--- src/rtl/led_pll_pkg.sv ---
// led_pll_pkg: shared state encoding and PLL configuration defaults for the LED-driver PLL controller.
package led_pll_pkg;

    typedef enum logic [2:0] {RST_HOLD, WAIT_LOCK, STABLE, READY, SETTLE, FAIL} pll_state_e;

    localparam logic [3:0] PSDA_DEF = 4'b0000;
    localparam logic [3:0] DUTY_DEF = 4'b1000;
    localparam logic [3:0] FDLY_DEF = 4'b0000;

    function automatic int max4(input int a, input int b, input int c, input int d);
        int m;
        m = a > b ? a : b;
        m = m > c ? m : c;
        return m > d ? m : d;
    endfunction

endpackage

--- src/rtl/sync_2ff.sv ---
// sync_2ff: two-flop single-bit synchronizer with asynchronous active-low clear.
module sync_2ff (
    input  logic clk,
    input  logic rst_n,
    input  logic d,
    output logic q
);

    logic meta;

    always_ff @(posedge clk or negedge rst_n)
        if (!rst_n) {q, meta} <= 2'b00;
        else        {q, meta} <= {meta, d};

endmodule

--- src/rtl/led_pll_ctrl.sv ---
// led_pll_ctrl: rPLL reset/lock sequencer with runtime PSDA/DUTYDA/FDLY updates and bounded relock retries.
module led_pll_ctrl import led_pll_pkg::*; #(
    parameter int RST_CYCLES    = 16,
    parameter int LOCK_TIMEOUT  = 50000,
    parameter int STABLE_CYCLES = 256,
    parameter int SETTLE_CYCLES = 32,
    parameter int RETRY_MAX     = 3
) (
    input  logic       clk,
    input  logic       rst_n,
    input  logic       cfg_valid,
    output logic       cfg_ready,
    input  logic [3:0] cfg_psda,
    input  logic [3:0] cfg_dutyda,
    input  logic [3:0] cfg_fdly,
    input  logic       cfg_relock,
    input  logic       pll_lock,
    output logic       pll_reset,
    output logic [3:0] pll_psda,
    output logic [3:0] pll_dutyda,
    output logic [3:0] pll_fdly,
    output logic       pll_ready,
    output logic       err_fail,
    output logic [7:0] lock_loss_cnt
);

    localparam int CW = $clog2(max4(RST_CYCLES, LOCK_TIMEOUT, STABLE_CYCLES, SETTLE_CYCLES) + 1);
    localparam int RW = $clog2(RETRY_MAX + 1) + 1;

    pll_state_e    state, nxt;
    logic [CW-1:0] cnt;
    logic [RW-1:0] retry, retry_n;
    logic          lock_s, drop, accept, cfg_rdy_q;

    sync_2ff u_lock_sync (.clk(clk), .rst_n(rst_n), .d(pll_lock), .q(lock_s));

    // A lock fall in READY/SETTLE outranks any request in the same cycle.
    always_comb begin
        drop      = (state == READY || state == SETTLE) && !lock_s;
        cfg_ready = cfg_rdy_q && !drop;
        accept    = cfg_valid && cfg_ready;
        nxt       = state;
        retry_n   = retry;
        unique case (state)
            RST_HOLD:  if (cnt == CW'(RST_CYCLES - 1)) nxt = WAIT_LOCK;
            WAIT_LOCK:
                if (lock_s) nxt = STABLE;
                else if (cnt == CW'(LOCK_TIMEOUT - 1)) begin
                    retry_n = retry + RW'(1);
                    nxt     = retry_n >= RW'(RETRY_MAX) ? FAIL : RST_HOLD;
                end
            STABLE:
                if (!lock_s) nxt = WAIT_LOCK;
                else if (cnt == CW'(STABLE_CYCLES - 1)) begin
                    nxt     = READY;
                    retry_n = '0;
                end
            READY:
                if (drop) nxt = RST_HOLD;
                else if (accept) nxt = cfg_relock ? RST_HOLD : SETTLE;
            SETTLE:
                if (drop) nxt = RST_HOLD;
                else if (cnt == CW'(SETTLE_CYCLES - 1)) nxt = READY;
            FAIL:
                if (accept) begin
                    nxt     = RST_HOLD;
                    retry_n = '0;
                end
            default: nxt = RST_HOLD;
        endcase
    end

    always_ff @(posedge clk or negedge rst_n)
        if (!rst_n) begin
            state         <= RST_HOLD;
            cnt           <= '0;
            retry         <= '0;
            pll_reset     <= 1'b1;
            pll_ready     <= 1'b0;
            cfg_rdy_q     <= 1'b0;
            err_fail      <= 1'b0;
            lock_loss_cnt <= 8'd0;
            pll_psda      <= PSDA_DEF;
            pll_dutyda    <= DUTY_DEF;
            pll_fdly      <= FDLY_DEF;
        end else begin
            state     <= nxt;
            cnt       <= nxt != state ? '0 : cnt + CW'(1);
            retry     <= retry_n;
            pll_reset <= nxt == RST_HOLD || nxt == FAIL;
            pll_ready <= nxt == READY;
            cfg_rdy_q <= nxt == READY || nxt == FAIL;
            err_fail  <= err_fail || nxt == FAIL;
            if (drop && lock_loss_cnt != 8'hff) lock_loss_cnt <= lock_loss_cnt + 8'd1;
            if (accept) begin
                pll_psda   <= cfg_psda;
                pll_dutyda <= cfg_dutyda;
                pll_fdly   <= cfg_fdly;
            end
        end

endmodule

--- config.mk ---
export PLATFORM = sky130hd
export DESIGN_NAME = led_pll_ctrl
export DESIGN_NICKNAME = d
export VERILOG_FILES = /design/src/rtl/led_pll_pkg.sv /design/src/rtl/sync_2ff.sv /design/src/rtl/led_pll_ctrl.sv
export SDC_FILE = /design/constraint.sdc
export NUM_CORES = 1
export LEC_CHECK = 0
export CAP_MARGIN = 20
export CELL_PAD_IN_SITES_DETAIL_PLACEMENT = 1
export CELL_PAD_IN_SITES_GLOBAL_PLACEMENT = 1
export CORE_MARGIN = 5
export CORE_UTILIZATION = 42
export DETAILED_ROUTE_END_ITERATION = 10
export PLACE_DENSITY_LB_ADDON = 0.1
export SLEW_MARGIN = 0
export SYNTH_ARGS = -nofsm -noshare
export SYNTH_HDL_FRONTEND = slang
export SYNTH_SLANG_ARGS = --single-unit
--- constraint.sdc ---
create_clock -name clk -period 3 [get_ports clk]
set_clock_uncertainty 0.05 [all_clocks]
set_input_delay 0.6 -clock clk [delete_from_list [all_inputs] [get_ports clk]]
set_output_delay 0.6 -clock clk [all_outputs]
set_load 0.05 [all_outputs]
==> metrics.md <==
| Metric | Value |
|---|---|
| Outcome | complete, no violations |
| Post-synthesis cell type count | 48 |
| Sw Share | 41.78% |
| Register area share after synthesis | roughly half |
| Layout cells sized above 1 | 20.07% |
| Crit path capture type | register |
| Post-synthesis cell area | 2457 um2 |
| Async set or reset register ratio after synthesis | 100.0% |
| Area growth syn-to-layout | 24.08% |
| Post-Syn Nets | 240 |
| Mapped Cells | 219 |
| IO Port Bufs | 40 |
| Slew Limit Headroom | 49.15% |
| Area leader, netlist | dfrtp_1 |
| Most common cell in the netlist | dfrtp_1 |
| Mapped Avg Cell Area | 11.22 um2 |
| Crit path buf inv count | 0 |
| Fin area | 3049 um2 |
| Vias in the first global route | between 1.5k and 2k |
| #FFs+latches synth | 48 |
| Worst-Skew Late Latency | ~300 ps |
| Fmax | 0.3530 GHz |
| Unrepaired setup endpoints after global routing | false |
| Slew @ Worst Pin | 758.1 ps |
| Finish-stage setup viols | 0 |
| Clock-pin slew on the worst setup and hold paths | 90 ps |
| Largest net degree at the start of global routing | 49 |
| Share of the synthesized area in the top cell type | 46.84% |
| Remaining antenna violation count after routing | 0 |
| Wire per inst | 16.73 um |
| Die footprint | 7481 um2 |
| Final hold violation count | 0 |
| Top FF cell, synth | dfrtp_1 |
| # diodes | 0 |
| Filler Cell Count | 620 |
| Drt pass-1 iters | 4 |
| Setup Crit Path Kind | reg2reg |
| Core area | ~5600 um2 |
| Yosys warnings | 0 |
| Number of flops mapped to enable cells by yosys | 0 |
| Final #Nets | between 200 and 300 |
| Crit path launch type | register |
| Crit-path max FO | 16 |
| Fin. max-slew vios | 0 |
| CP Data Required Time | 3130 ps |
| Cts bufs inserted | 5 |
| Starting Density | between 40% and 50% |
| Crit path time final | 2833 ps |
| Sequential share of power | 37.7% |
| Leakage power total | around 1.3 nW |
| Rows | 27 |
| First-pass GRT wire length | roughly 9.7 mm |
| Synth top area cells | dfrtp_1, mux2_2, xor2_1 |
| Max-Cap Viols | 0 |
| Quantity of hold-fixing buffers added after cts | 0 |
| Post_cts resized | 0 |
| Ports | 41 |
| Critical-path top delay cell | or4_4 |
| Post-synth top cells | dfrtp_1, nand2_1, mux2_2, nor2_1, xor2_1 |
| Clock share of power | 16.8% |
| Vias | approximately 1.8k |
| Tcrit/Tclk final | between 90% and 100% |
| Grt total ovfl | 0 |
| CP top delay family | simple AND/OR/NAND/NOR gates |
| Crit path largest cell delay | 580 ps |
| Logic gate share of total power | between 40% and 50% |
| Routability cong. | about 0.77 |
| CTS tree | done |
| Most common cell type on the critical path | or4_4 |
| Worst hold-check path type | reg2reg |
| Maximum VDD drop | 0.5300 mV |
| Cell Area, Placed | ~3000 um2 |
| Routed wire length | 5.704 mm |
| Dpl ws | between 150 and 200 ps |
| Critical path arrival | 2970 ps |
| Initial antenna violation count | 0 |
| Sum of negative setup slack | 0 ps |
| DR vias/cell | 5.408 |
| Final worst setup slack | between 150 and 200 ps |
| DP Wirelength | approximately 4.2 mm |
| Buffer depth of the longest clock path | 2 |
| Pwr dens | roughly 790 nW/um2 |
| Violation count after the first detailed-route iteration | between 50 and 60 |
| Pint | 0.001405 W |
| Die height | 86.49 um |
| Overall Power | 0.002413 W |
| All-Layer GR Usage | around 17% |
| Sw power | a little over 0.001 W |
| Clk root buf | clkbuf_8 |
| Worst-path cell chain | or4_4, or4_4, o31ai_4, nand2b_4, xnor2_4, a2111oi_2 |
| Clk sinks | 48 |
| Htree depth | 2 |
| DRC errors left | 0 |
| DIE WIDTH | 86.49 um |
| Post-CTS Setup Bufs | 0 |
registers in the layout (all words and copies together), names as in the netlist, 3 cells and up:
signal	count
state	3
pll_fdly	4
pll_psda	4
pll_dutyda	4
lock_loss_cnt	8
cnt	16
retry	3
cell usage in the layout, fill, tap and decap left out, types with 10 or more instances in the layout:
cell type / count
nor2_1: 12
nand2_1: 16
xor2_1: 12
dfrtp_1: 46
mux2_2: 13
nor4_1: 10
buf_4: 10
nor3_1: 10
clkdlybuf4s50_1: 39
routing by layer:
layer	vias up	routed length (um)	share of wire, %	GRT usage (%)
li1	888	-	-	-
met1	915	2527	44	21.29
met2	28	2816	49	26.91
met3	13	222	3.9	4.087
met4	0	136	2.4	6.091
met5	-	0	0	0
kinds of logic (layout without fill, tap and decap cells):
group / Yosys count / after routing / share of synthesized area (%)
AO/OA/AOI/OAI: 25 / 25 / 7.739
buffers and inverters: 15 / 65 / 3.971
adder cells (fa/ha/maj): 4 / 4 / 2.037
AND/OR/NAND/NOR: 92 / 92 / 22.71
XOR/XNOR: 22 / 22 / 8.605
multiplexers: 13 / 13 / 5.957
flip-flops: 48 / 48 / 48.98
layout make-up:
| class | instances | area, um2 | share of cell area (%) |
|---|---|---|---|
| timing repair buffer | 50 | 470.5 | 15.43 |
| clock inverter | 2 | 15.01 | 0.4924 |
| multi-input combinational | 156 | 1161 | 38.08 |
| tap | 72 | 90.09 | 2.954 |
| sequential | 48 | 1204 | 39.47 |
| clock buffer | 6 | 82.58 | 2.708 |
| inverter | 7 | 26.28 | 0.8617 |
stage by stage:
step	std cells	hold WS, ps	utilization, %
2_1_floorplan	219	254.4	-
3_3_place_gp	333	282.8	52.63
3_5_place_dp	333	291.8	52.63
4_1_cts	341	313.7	54.37
5_1_grt	341	318.5	54.37
6_report	341	312.0	54.37
power by group through the flow:
stage	Sequential (W)	Combinational, W	Clock [W]
floorplan	0.00120	0.000481	0
CTS	0.000912	0.00111	0.000429
finish	0.000910	0.00110	0.000405
global route	0.000936	0.00119	0.000460
global placement	0.000914	0.00109	0
detailed placement	0.000926	0.00111	0
final timing paths:
path | start | end | slack (ps) | cells after the start
worst max register to register | cnt[11] | cnt[4] | 170 | 6
worst min register to register | u_lock_sync.meta | u_lock_sync.q | 310 | 0
min in group asynchronous | rst_n | lock_loss_cnt[2] | 340 | 2
worst max-delay path | cnt[11] | cnt[4] | 170 | 6
max in group asynchronous | rst_n | cnt[10] | 2150 | 2
worst min-delay path | u_lock_sync.meta | u_lock_sync.q | 310 | 0
(Power assumes the default switching activity.)
